[config.mk]
export PLATFORM = sky130hd
export DESIGN_NAME = alu_arbiter_flat
export DESIGN_NICKNAME = d
export VERILOG_FILES = /design/src/rtl/alu_arbiter_if.sv /design/src/rtl/alu_arbiter.sv /design/src/flat_wrapper.sv
export SDC_FILE = /design/constraint.sdc
export NUM_CORES = 1
export LEC_CHECK = 0
export CORE_MARGIN = 3
export CORE_UTILIZATION = 38
export DETAILED_ROUTE_END_ITERATION = 16
export GPL_TIMING_DRIVEN = 0
export PLACE_DENSITY = 0.83
export SYNTH_ARGS = -nofsm -noshare
export SYNTH_HDL_FRONTEND = slang
export SYNTH_SLANG_ARGS = --single-unit
[constraint.sdc]
create_clock -name clk -period 2 [get_ports clk]
set_input_delay 0.4 -clock clk [delete_from_list [all_inputs] [get_ports clk]]
set_output_delay 0.4 -clock clk [all_outputs]
set_load 0.005 [all_outputs]
[src/rtl/alu_arbiter_if.sv]
// rtl/alu_arbiter_if.sv - requester, response and ALU-side signals of the shared ALU arbiter
interface alu_arbiter_if #(
  parameter int W   = 16,
  parameter int OPW = 3
);
  logic           r0_valid;
  logic           r0_ready;
  logic [W-1:0]   r0_a;
  logic [W-1:0]   r0_b;
  logic [OPW-1:0] r0_op;
  logic           r1_valid;
  logic           r1_ready;
  logic [W-1:0]   r1_a;
  logic [W-1:0]   r1_b;
  logic [OPW-1:0] r1_op;
  logic           rsp0_valid;
  logic           rsp0_ready;
  logic           rsp1_valid;
  logic           rsp1_ready;
  logic [W-1:0]   rsp_y;
  logic [3:0]     rsp_flags;
  logic           busy;
  logic [W-1:0]   alu_a;
  logic [W-1:0]   alu_b;
  logic [OPW-1:0] alu_op;
  logic [W-1:0]   alu_y;
  logic           alu_c;
  logic           alu_v;
  logic           alu_n;
  logic           alu_z;

  modport master (
    output r0_valid, r0_a, r0_b, r0_op,
    output r1_valid, r1_a, r1_b, r1_op,
    output rsp0_ready, rsp1_ready,
    output alu_y, alu_c, alu_v, alu_n, alu_z,
    input  r0_ready, r1_ready, rsp0_valid, rsp1_valid,
    input  rsp_y, rsp_flags, busy, alu_a, alu_b, alu_op
  );

  modport slave (
    input  r0_valid, r0_a, r0_b, r0_op,
    input  r1_valid, r1_a, r1_b, r1_op,
    input  rsp0_ready, rsp1_ready,
    input  alu_y, alu_c, alu_v, alu_n, alu_z,
    output r0_ready, r1_ready, rsp0_valid, rsp1_valid,
    output rsp_y, rsp_flags, busy, alu_a, alu_b, alu_op
  );
endinterface

[src/rtl/alu_arbiter.sv]
// rtl/alu_arbiter.sv - round-robin sharing of one ALU between two requesters
module alu_arbiter #(
  parameter int W   = 16,
  parameter int OPW = 3,
  parameter int LAT = 1
) (
  input logic         clk,
  input logic         rst,
  alu_arbiter_if.slave bus
);
  localparam int CW = (LAT < 2) ? 1 : $clog2(LAT + 1);
  localparam logic [CW-1:0] LAT_CNT = CW'(LAT);

  typedef enum logic [1:0] {IDLE, EXEC, RESP} state_t;

  state_t         state;
  state_t         state_nxt;
  logic [W-1:0]   a_q;
  logic [W-1:0]   b_q;
  logic [OPW-1:0] op_q;
  logic           owner;
  logic           last_grant;
  logic [CW-1:0]  cnt;
  logic [W-1:0]   y_q;
  logic [3:0]     flags_q;
  logic           gnt0;
  logic           gnt1;
  logic           capture;

  always_ff @(posedge clk) begin
    if (rst) state <= IDLE;
    else     state <= state_nxt;
  end

  // Grants are suppressed while rst is high so no request is acknowledged and then dropped.
  always_comb begin
    state_nxt = state;
    gnt0      = 1'b0;
    gnt1      = 1'b0;
    capture   = 1'b0;
    case (state)
      IDLE: begin
        if (!rst) begin
          gnt0 = bus.r0_valid & (~bus.r1_valid | last_grant);
          gnt1 = bus.r1_valid & (~bus.r0_valid | ~last_grant);
        end
        if (gnt0 | gnt1) state_nxt = EXEC;
      end
      EXEC: begin
        capture = (cnt == CW'(1));
        if (capture) state_nxt = RESP;
      end
      RESP: begin
        if (owner ? bus.rsp1_ready : bus.rsp0_ready) state_nxt = IDLE;
      end
      default: state_nxt = IDLE;
    endcase
  end

  always_ff @(posedge clk) begin
    if (rst) begin
      a_q        <= '0;
      b_q        <= '0;
      op_q       <= '0;
      owner      <= 1'b0;
      last_grant <= 1'b1;
      cnt        <= '0;
      y_q        <= '0;
      flags_q    <= '0;
    end else begin
      if (gnt0 | gnt1) begin
        a_q        <= gnt1 ? bus.r1_a  : bus.r0_a;
        b_q        <= gnt1 ? bus.r1_b  : bus.r0_b;
        op_q       <= gnt1 ? bus.r1_op : bus.r0_op;
        owner      <= gnt1;
        last_grant <= gnt1;
        cnt        <= LAT_CNT;
      end
      if (state == EXEC) cnt <= cnt - 1'b1;
      if (capture) begin
        y_q     <= bus.alu_y;
        flags_q <= {bus.alu_c, bus.alu_v, bus.alu_n, bus.alu_z};
      end
    end
  end

  // ALU operands come straight from the latch so they never glitch between ops.
  assign bus.alu_a      = a_q;
  assign bus.alu_b      = b_q;
  assign bus.alu_op     = op_q;
  assign bus.r0_ready   = gnt0;
  assign bus.r1_ready   = gnt1;
  assign bus.rsp0_valid = (state == RESP) & ~owner;
  assign bus.rsp1_valid = (state == RESP) & owner;
  assign bus.rsp_y      = y_q;
  assign bus.rsp_flags  = flags_q;
  assign bus.busy       = (state != IDLE);
endmodule
[src/flat_wrapper.sv]
// flat-port wrapper written by rule: the top's interface ports become plain ports
module alu_arbiter_flat 
#(
  parameter int W   = 16,
  parameter int OPW = 3,
  parameter int LAT = 1
)
  (clk, rst, bus_r0_valid, bus_r0_a, bus_r0_b, bus_r0_op, bus_r1_valid, bus_r1_a, bus_r1_b, bus_r1_op, bus_rsp0_ready, bus_rsp1_ready, bus_alu_y, bus_alu_c, bus_alu_v, bus_alu_n, bus_alu_z, bus_r0_ready, bus_r1_ready, bus_rsp0_valid, bus_rsp1_valid, bus_rsp_y, bus_rsp_flags, bus_busy, bus_alu_a, bus_alu_b, bus_alu_op);
  alu_arbiter_if #(.W(W), .OPW(OPW)) bus_i ();
  input logic clk;
  input logic rst;
  input wire logic [$bits(bus_i.r0_valid)-1:0] bus_r0_valid;
  input wire logic [$bits(bus_i.r0_a)-1:0] bus_r0_a;
  input wire logic [$bits(bus_i.r0_b)-1:0] bus_r0_b;
  input wire logic [$bits(bus_i.r0_op)-1:0] bus_r0_op;
  input wire logic [$bits(bus_i.r1_valid)-1:0] bus_r1_valid;
  input wire logic [$bits(bus_i.r1_a)-1:0] bus_r1_a;
  input wire logic [$bits(bus_i.r1_b)-1:0] bus_r1_b;
  input wire logic [$bits(bus_i.r1_op)-1:0] bus_r1_op;
  input wire logic [$bits(bus_i.rsp0_ready)-1:0] bus_rsp0_ready;
  input wire logic [$bits(bus_i.rsp1_ready)-1:0] bus_rsp1_ready;
  input wire logic [$bits(bus_i.alu_y)-1:0] bus_alu_y;
  input wire logic [$bits(bus_i.alu_c)-1:0] bus_alu_c;
  input wire logic [$bits(bus_i.alu_v)-1:0] bus_alu_v;
  input wire logic [$bits(bus_i.alu_n)-1:0] bus_alu_n;
  input wire logic [$bits(bus_i.alu_z)-1:0] bus_alu_z;
  output wire logic [$bits(bus_i.r0_ready)-1:0] bus_r0_ready;
  output wire logic [$bits(bus_i.r1_ready)-1:0] bus_r1_ready;
  output wire logic [$bits(bus_i.rsp0_valid)-1:0] bus_rsp0_valid;
  output wire logic [$bits(bus_i.rsp1_valid)-1:0] bus_rsp1_valid;
  output wire logic [$bits(bus_i.rsp_y)-1:0] bus_rsp_y;
  output wire logic [$bits(bus_i.rsp_flags)-1:0] bus_rsp_flags;
  output wire logic [$bits(bus_i.busy)-1:0] bus_busy;
  output wire logic [$bits(bus_i.alu_a)-1:0] bus_alu_a;
  output wire logic [$bits(bus_i.alu_b)-1:0] bus_alu_b;
  output wire logic [$bits(bus_i.alu_op)-1:0] bus_alu_op;
  assign bus_i.r0_valid = bus_r0_valid;
  assign bus_i.r0_a = bus_r0_a;
  assign bus_i.r0_b = bus_r0_b;
  assign bus_i.r0_op = bus_r0_op;
  assign bus_i.r1_valid = bus_r1_valid;
  assign bus_i.r1_a = bus_r1_a;
  assign bus_i.r1_b = bus_r1_b;
  assign bus_i.r1_op = bus_r1_op;
  assign bus_i.rsp0_ready = bus_rsp0_ready;
  assign bus_i.rsp1_ready = bus_rsp1_ready;
  assign bus_i.alu_y = bus_alu_y;
  assign bus_i.alu_c = bus_alu_c;
  assign bus_i.alu_v = bus_alu_v;
  assign bus_i.alu_n = bus_alu_n;
  assign bus_i.alu_z = bus_alu_z;
  assign bus_r0_ready = bus_i.r0_ready;
  assign bus_r1_ready = bus_i.r1_ready;
  assign bus_rsp0_valid = bus_i.rsp0_valid;
  assign bus_rsp1_valid = bus_i.rsp1_valid;
  assign bus_rsp_y = bus_i.rsp_y;
  assign bus_rsp_flags = bus_i.rsp_flags;
  assign bus_busy = bus_i.busy;
  assign bus_alu_a = bus_i.alu_a;
  assign bus_alu_b = bus_i.alu_b;
  assign bus_alu_op = bus_i.alu_op;
  alu_arbiter #(.W(W), .OPW(OPW), .LAT(LAT)) u_core (.clk(clk), .rst(rst), .bus(bus_i));
endmodule
Word-level counts from Yosys, hierarchy flattened:

Index checks and enable logic that the tools add are counted.

* eq/ne operators: 5
* bitwise gates (word level): 12
* reduce and logical (&&, ||, !) cells: 4
* mux-type cells: 17
* add/sub/neg operators: 1

Operators by type and width (count)
* 16-bit 2-to-1 mux: 2
* 1-bit 2-to-1 mux: 10
* 2-bit 2-to-1 mux: 3
* 2-bit by 1-bit inequality test with 1-bit output (second input constant): 3
* 2-bit one-hot mux with 3 select lines: 1
* 1-bit AND: 4
* 1-bit NOT: 4
* 1-bit OR: 4
* 2-bit nonzero test: 2
* 3-bit 2-to-1 mux: 1
* 3-bit AND reduction: 1
* 2-bit by 1-bit equality test with 1-bit output (second input constant): 1
* 2-bit equality test (second input constant): 1
* 2-bit logical NOT: 1
* 1-bit subtractor (second input constant): 1

* register bits: 60
* input port bits: 96
* output and inout port bits: 60

Logic depth before layout (Yosys ltp):

Gate-level depths: netlist (run 1).

* word-level depth: 9
* depth in mapped cells: 6

Least setup slack after synthesis (run 1):

OpenSTA, ideal clock, no wires.

* path type: register to output
* start: reg u_core.state[1]
* end: out bus_r1_ready
* arrival time: 1.348 ns
* stages on the path, launching flop included: 5
* setup slack: 0.252 ns
* cell sequence: dfxtp_1 -> buf_6 -> or3b_4 -> nor3b_4 -> buf_6

* longest elaborated chain between the ends: 2

RTL lines
* start: declaration: line alu_arbiter.sv:16 `state_t state;`
* start signal: assignment: line alu_arbiter.sv:32 `else state <= state_nxt;`
* 2-bit logical NOT: line alu_arbiter.sv:41 `case (state)`
* 1-bit 2-to-1 mux: line alu_arbiter.sv:41
* end: declaration: line flat_wrapper.sv:28 `output wire logic [$bits(bus_i.r1_ready)-1:0] bus_r1_ready;`

No other way between the ends.

Worst setup path in the final report (run 1):

Ends and elaborated chain as after synthesis.

==> key figures, run 1 <==
Run status
  • Status: complete, no violations

Cells and area
  • Count of antenna diodes in the layout: 0
  • Finished Core Util: 69.3%
  • Most common cell after layout, fill and taps aside: clkdlybuf4s50_1
  • Design area: 4520 um^2
  • Final Non-Filler Cells: 566
  • Filler Cells Inserted: 535
  • Most frequent cells in the layout: 148 x clkdlybuf4s50_1, 59 x dfxtp_1, 56 x a21oi_1
  • Multi-input logic area: 1160 um^2
  • Final nets: 581
  • P&R area growth vs syn: 70.8%
  • Fraction of layout cells with a size suffix above 1: 11.2%
  • Reg area: 1200 um^2

Yosys
  • Syn Nets: 412
  • Largest cells by area after synthesis: dfxtp_1 45%, a21oi_1 11%, a2111oi_0 8.9%
  • Yosys reg bits: 60
  • Post-synth top area share: 45.4%
  • Mapped cell area: 2650 um^2
  • Sequential area share after synthesis: 45.4%
  • Mapped Cells: 316
  • Mean post-synth cell area: 8.38 um^2
  • Synth cell types: 25
  • Leading area contributor after synthesis: dfxtp_1
  • Synth Warn #: 0

Timing
  • Total negative slack: 0 ps
  • Max Freq: 503 MHz
  • Worst-Margin Slew: 672 ps
  • Clock Skew: 6.05 ps
  • Relative slew slack: 55.2%
  • Final setup viols: 0
  • Period utilisation layout: 99.4%
  • Final Max Slew Viols: 0
  • RSZ-0062 raised after global routing: yes
  • Min Tclk post-route: 1990 ps
  • Worst hold slack: 453 ps
  • Final Hold Viols: 0

GRT
  • Initial antenna violation count: 0
  • Overall Global Routing Usage: 21.7%
  • Number of global-route vias before repair: 2938
  • Overflow after GRT: 0
  • First-pass GRT wire length: 13.4 mm
  • Largest net degree at the start of global routing: 19

Die
  • Die width: 89.5 um
  • Total die area: 8000 um^2
  • Die Span Y: 89.5 um
  • Rows: 29
  • Initial Util: 40.5%
  • I/O pin count: 156
  • Core region area: 6530 um^2

Placed design
  • IO Port Bufs: 154
  • HPWL after detailed placement: 6.35 mm
  • Placed insts: 547
  • Placer Congestion: 0.816
  • Placed inst area: 4290 um^2

CTS
  • Clk Latency, worst-skew pair: 330 ps
  • Worst-path clk slew: 60 ps
  • Total CTS buffers: 9
  • CTS H-tree depth: 3
  • Root buf cell: clkbuf_8
  • Maximum buffer depth of the clock tree: 2
  • CTS tree: built
  • Clock Sinks: 60

Routing
  • Vias: 2939
  • Pre-Repair DR Iteration Count: 4
  • Final antenna-violating net count: 0
  • Via-to-Cell Ratio: 5.19
  • DR iter-0 viols: 69
  • DRC viols: 0
  • WL per Instance: 15.4 um
  • Drt total wl: 8.73 mm

Pwr
  • LEAKAGE: 1.75 nW
  • Peak supply drop: 0.438 mV
  • PD cells: 729 nW/um^2

Setup path
  • Crit Path Max Fanout: 4
  • Setup crit start kind: register
  • Critical Setup Path Class: reg -> out
  • Worst endpoint data arrival time: 1590 ps
  • Required time of the critical path: 1600 ps
  • Worst setup EP type: output port

Hold path
  • Hold WC Path Type: reg -> reg

Run
  • MaxCap Viol Count: 0
==> sequential cells by signal, summed over array words and instances (netlist names) <==
| signal | cells |
|---|---|
| u_core.bus.rsp_y | 16 |
| u_core.owner | 1 |
| u_core.bus.alu_a | 16 |
| u_core.bus.alu_b | 16 |
| u_core.last_grant | 1 |
| u_core.bus.rsp_flags | 4 |
| u_core.state | 2 |
| u_core.cnt | 1 |
| u_core.bus.alu_op | 3 |
==> cells by family after synthesis <==
| logic type | synth area share (%) |
|---|---|
| flops | 45.4 |
| simple gates | 17.2 |
| buf+inv | 11.4 |
| mux | 0.378 |
| compound gates | 25.6 |
==> per-stage QoR <==
stage          worst slack (ps)  power, mW
6_report                   12.9       3.30
4_1_cts                   -34.8       3.33
3_3_place_gp               -948       2.26
5_1_grt                   -76.3       3.47
2_1_floorplan               252       1.76
3_5_place_dp               -969       2.28
==> path summary, 6_finish.rpt <==
kind	startpoint	end	slack, ps	cells past startpoint
max	u_core.state[1]	bus_r1_ready	10	5
min	u_core.bus.rsp_y[5]	u_core.bus.rsp_y[5]	450	2
max reg2reg	u_core.state[0]	u_core.bus.alu_b[10]	260	6
min reg2reg	u_core.bus.rsp_y[5]	u_core.bus.rsp_y[5]	450	2
==> report_power, final <==
| group | switching [mW] | internal [mW] | total, mW |
|---|---|---|---|
| combinational | 0.360 | 0.527 | 0.887 |
| sequential | 0.0646 | 1.32 | 1.38 |
| clock | 0.448 | 0.577 | 1.03 |
==> layout make-up <==
class                   instances  area share, %
clock inverters                 1          0.111
plain buffers                  27           3.35
well taps                      77           2.13
repair buffers                162           35.2
clock buffers                  14           4.04
inverters                      36           2.99
multi-input cells             189           25.6
flip-flops and latches         60           26.6
==> synthesized netlist by cell type <==
| cell type | count |
|---|---|
| nand3b_1 | 2 |
| o21a_1 | 1 |
| nor3_1 | 37 |
| nor3b_4 | 1 |
| nor3b_1 | 1 |
| a2111oi_2 | 9 |
| nor2_1 | 4 |
| a32oi_1 | 1 |
| buf_4 | 2 |
| a2111oi_0 | 27 |
| nor2b_1 | 1 |
| or3b_1 | 1 |
| buf_6 | 4 |
| clkbuf_1 | 14 |
| inv_1 | 36 |
| and3b_1 | 2 |
| nor2_4 | 1 |
| or3b_4 | 1 |
| mux2i_1 | 1 |
| or2_2 | 1 |
| buf_2 | 11 |
| a21oi_1 | 56 |
| nand2_1 | 41 |
| dfxtp_1 | 60 |
| a211o_1 | 1 |
==> metal layers <==
layer	routed length (um)	track usage (%)	share of wire [%]
met4	98	7.31	1.1
met3	988	9.49	11
met2	4110	35.7	47
met5	0	0	0
met1	3540	25.3	40
==> critical path, cell delays in order (launching register included) <==
cell and delay [ps]:
dfxtp_1 310, buf_6 120, or3b_4 410, nor3b_4 210, buf_6 140, buf_6 80
==> what timing repair did <==
action / 4_1_cts / 5_1_grt
setup endpoints to repair: 3 / 2
setup buffers: 6 / 2
resized for setup: 20 / 1
hold buffers: 0 / 0
pin swaps: 3 / 3
Note: power is estimated with default switching activity, not from simulation.
==> run 2: changes to the inputs <==
- SKIP_LAST_GASP: not set -> 1
==> key figures, run 2 (same netlist as run 1, synthesis figures left out) <==
Setup path
  • CP peak stage delay: 410 ps (about the same)
  • Worst endpoint data arrival time: 1590 ps (about the same)
  • Worst R2R Start: u_core.state[1] (was u_core.state[0])
  • Reg2Reg Depth: 7 (was 6)
  • Setup crit start kind: register (unchanged)
  • Required time of the critical path: 1600 ps (about the same)
  • Worst setup EP type: output port (unchanged)
  • R2R Path End: u_core.bus.alu_b[10] (unchanged)
  • Worst reg2reg setup slack: 180 ps (was 260 ps)
  • Slowest cell on crit path: or3b_4 (unchanged)
  • Crit Path Max Fanout: 3 (was 4)
  • Crit-path cells: buf_6 > or3b_4 > nor3b_4 > buf_6 > buf_6 (unchanged)
  • Most used cell, CP: buf_6 (unchanged)
  • Critical Setup Path Class: reg -> out (unchanged)
  • Buf/Inv on CP: 3 (unchanged)
  • CP delay by family, top: simple AND/OR/NAND/NOR gates (unchanged)

Die
  • Die width: 89.5 um (unchanged)
  • Die Span Y: 89.5 um (unchanged)
  • Rows: 29 (unchanged)
  • Core region area: 6530 um^2 (unchanged)
  • Initial Util: 40.5% (unchanged)
  • I/O pin count: 156 (unchanged)
  • Total die area: 8000 um^2 (unchanged)

Routing
  • Pre-Repair DR Iteration Count: 4 (unchanged)
  • Top Metal Used: met4 (unchanged)
  • Vias: 2953 (was 2939)
  • WL per Instance: 15.4 um (about the same)
  • Final antenna-violating net count: 0 (unchanged)
  • Met2 WL: 4.08 mm (was 4.11 mm)
  • Met3 wire len: 930 um (was 988 um)
  • Drt total wl: 8.74 mm (was 8.73 mm)
  • Via-to-Cell Ratio: 5.21 (was 5.19)
  • DRC viols: 0 (unchanged)
  • DR iter-0 viols: 73 (was 69)
  • Metal1 wirelength: 3.60 mm (was 3.54 mm)

Cells and area
  • Multi-input logic area: 1150 um^2 (was 1160 um^2)
  • Filler Cells Inserted: 534 (was 535)
  • Finished Core Util: 69.4% (was 69.3%)
  • Final nets: 582 (was 581)
  • P&R area growth vs syn: 71.2% (was 70.8%)
  • Most frequent cells in the layout: 148 x clkdlybuf4s50_1, 58 x dfxtp_1, 56 x a21oi_1 (was 148 x clkdlybuf4s50_1, 59 x dfxtp_1, 56 x a21oi_1)
  • Design area: 4530 um^2 (was 4520 um^2)
  • Reg area: 1200 um^2 (about the same)
  • Count of antenna diodes in the layout: 0 (unchanged)
  • Most common cell after layout, fill and taps aside: clkdlybuf4s50_1 (unchanged)
  • Fraction of layout cells with a size suffix above 1: 11.6% (was 11.2%)

Pwr
  • Peak supply drop: 0.438 mV (about the same)
  • LEAKAGE: 1.78 nW (was 1.75 nW)
  • PD cells: 728 nW/um^2 (was 729 nW/um^2)

CTS
  • Clock Sinks: 60 (unchanged)
  • Total CTS buffers: 9 (unchanged)
  • Clk Latency, worst-skew pair: 330 ps (about the same)
  • CTS H-tree depth: 3 (unchanged)
  • Hold Buf Count CTS: 0 (unchanged)
  • Worst-path clk slew: 60 ps (about the same)
  • Root buf cell: clkbuf_8 (unchanged)
  • CTS tree: built (unchanged)
  • Maximum buffer depth of the clock tree: 2 (unchanged)

Hold path
  • Min-delay src: u_core.bus.rsp_y[5] (unchanged)
  • Hold EP: u_core.bus.rsp_y[5] (unchanged)
  • Hold WC Path Type: reg -> reg (unchanged)
  • Hold path depth: 2 (unchanged)

Run
  • MaxCap Viol Count: 0 (unchanged)

Timing
  • Final setup viols: 0 (unchanged)
  • Min Tclk post-route: 1990 ps (about the same)
  • RSZ-0062 raised after global routing: yes (unchanged)
  • Max Freq: 502 MHz (was 503 MHz)
  • Period utilisation layout: 99.7% (was 99.4%)
  • Final Hold Viols: 0 (unchanged)
  • Relative slew slack: 59.4% (was 55.2%)
  • Worst hold slack: 453 ps (about the same)
  • Worst-Margin Slew: 610 ps (was 672 ps)
  • Final Max Slew Viols: 0 (unchanged)
  • Clock Skew: 6.51 ps (was 6.05 ps)

GRT
  • Overall Global Routing Usage: 21.7% (about the same)
  • Overflow after GRT: 0 (unchanged)
  • Initial antenna violation count: 0 (unchanged)
  • First-pass GRT wire length: 13.4 mm (about the same)
  • Number of global-route vias before repair: 2922 (was 2938)
  • Largest net degree at the start of global routing: 19 (unchanged)

Run status
  • Status: complete, no violations (unchanged)

Placed design
  • HPWL after detailed placement: 6.35 mm (unchanged)
  • IO Port Bufs: 154 (unchanged)
  • Placed inst area: 4290 um^2 (unchanged)
  • Placer Congestion: 0.816 (unchanged)
-- run 2: changes by cell type in the layout (fill, tap and decap cells not counted), sizes merged --
cell,change
dlygate4sd2,-2
dlymetal6s2s,+2
buf,+1
-- run 2: area by class of cell --
cell class                      instances  area share (%)
Tap cell                               77            2.13
Sequential cell                        60            26.6
Clock inverter                          1           0.110
Inverter                               36            2.98
Multi-Input combinational cell        189            25.4
Timing Repair Buffer                  163            35.5
Clock buffer                           14            4.03
Buffer                                 27            3.34
-- run 2: where the power goes --
group / switching (mW) / total (mW) / internal [mW]
clock: 0.452 / 1.03 / 0.577
combinational: 0.359 / 0.887 / 0.528
sequential: 0.0645 / 1.38 / 1.32
total: 0.875 / 3.30 / 2.42
-- run 2: what timing repair did --
action / CTS / global route
setup buffers: 6 / 3
setup endpoints to repair: 3 / 4
pin swaps: 3 / 3
endpoints found under the hold margin: 0 / 0
gates resized for setup: 16 / 5
-- run 2: worst max-delay path by stage --
stage | from | endpoint | depth (start not counted)
finish | u_core.state[1] | bus_r1_ready | 5
global route | u_core.state[1] | bus_r1_ready | 5
global placement | bus_r1_valid | bus_r1_ready | 5
CTS | u_core.state[0] | bus_r1_ready | 5
detailed placement | bus_r1_valid | bus_r1_ready | 5
floorplan | u_core.state[1] | bus_r1_ready | 4
-- run 2: stage by stage --
step	total power [mW]	TNS, ps	worst slack, ps	std cells
finish	3.30	0	6.83	567
global route	3.47	-86.3	-44.3	567
CTS	3.33	-132	-47.5	565
detailed placement	2.28	-10440	-969	547
global placement	2.26	-9390	-948	547
floorplan	1.76	0	252	316
-- run 2: per-layer routing --
layer / vias to the layer above / track usage (%)
li1: 1453 / -
met1: 1348 / 25.3
met2: 137 / 35.8
met3: 15 / 9.31
met4: 0 / 7.04
met5: - / 0
-- run 2: worst reg2reg max path: cells and delay by family, from the launching register on --
family                 cells  cell delay [ps]
AND/OR/NAND/NOR            2              640
buffers and inverters      4              660
flip-flops                 1              310
AO/OA/AOI/OAI              1               70
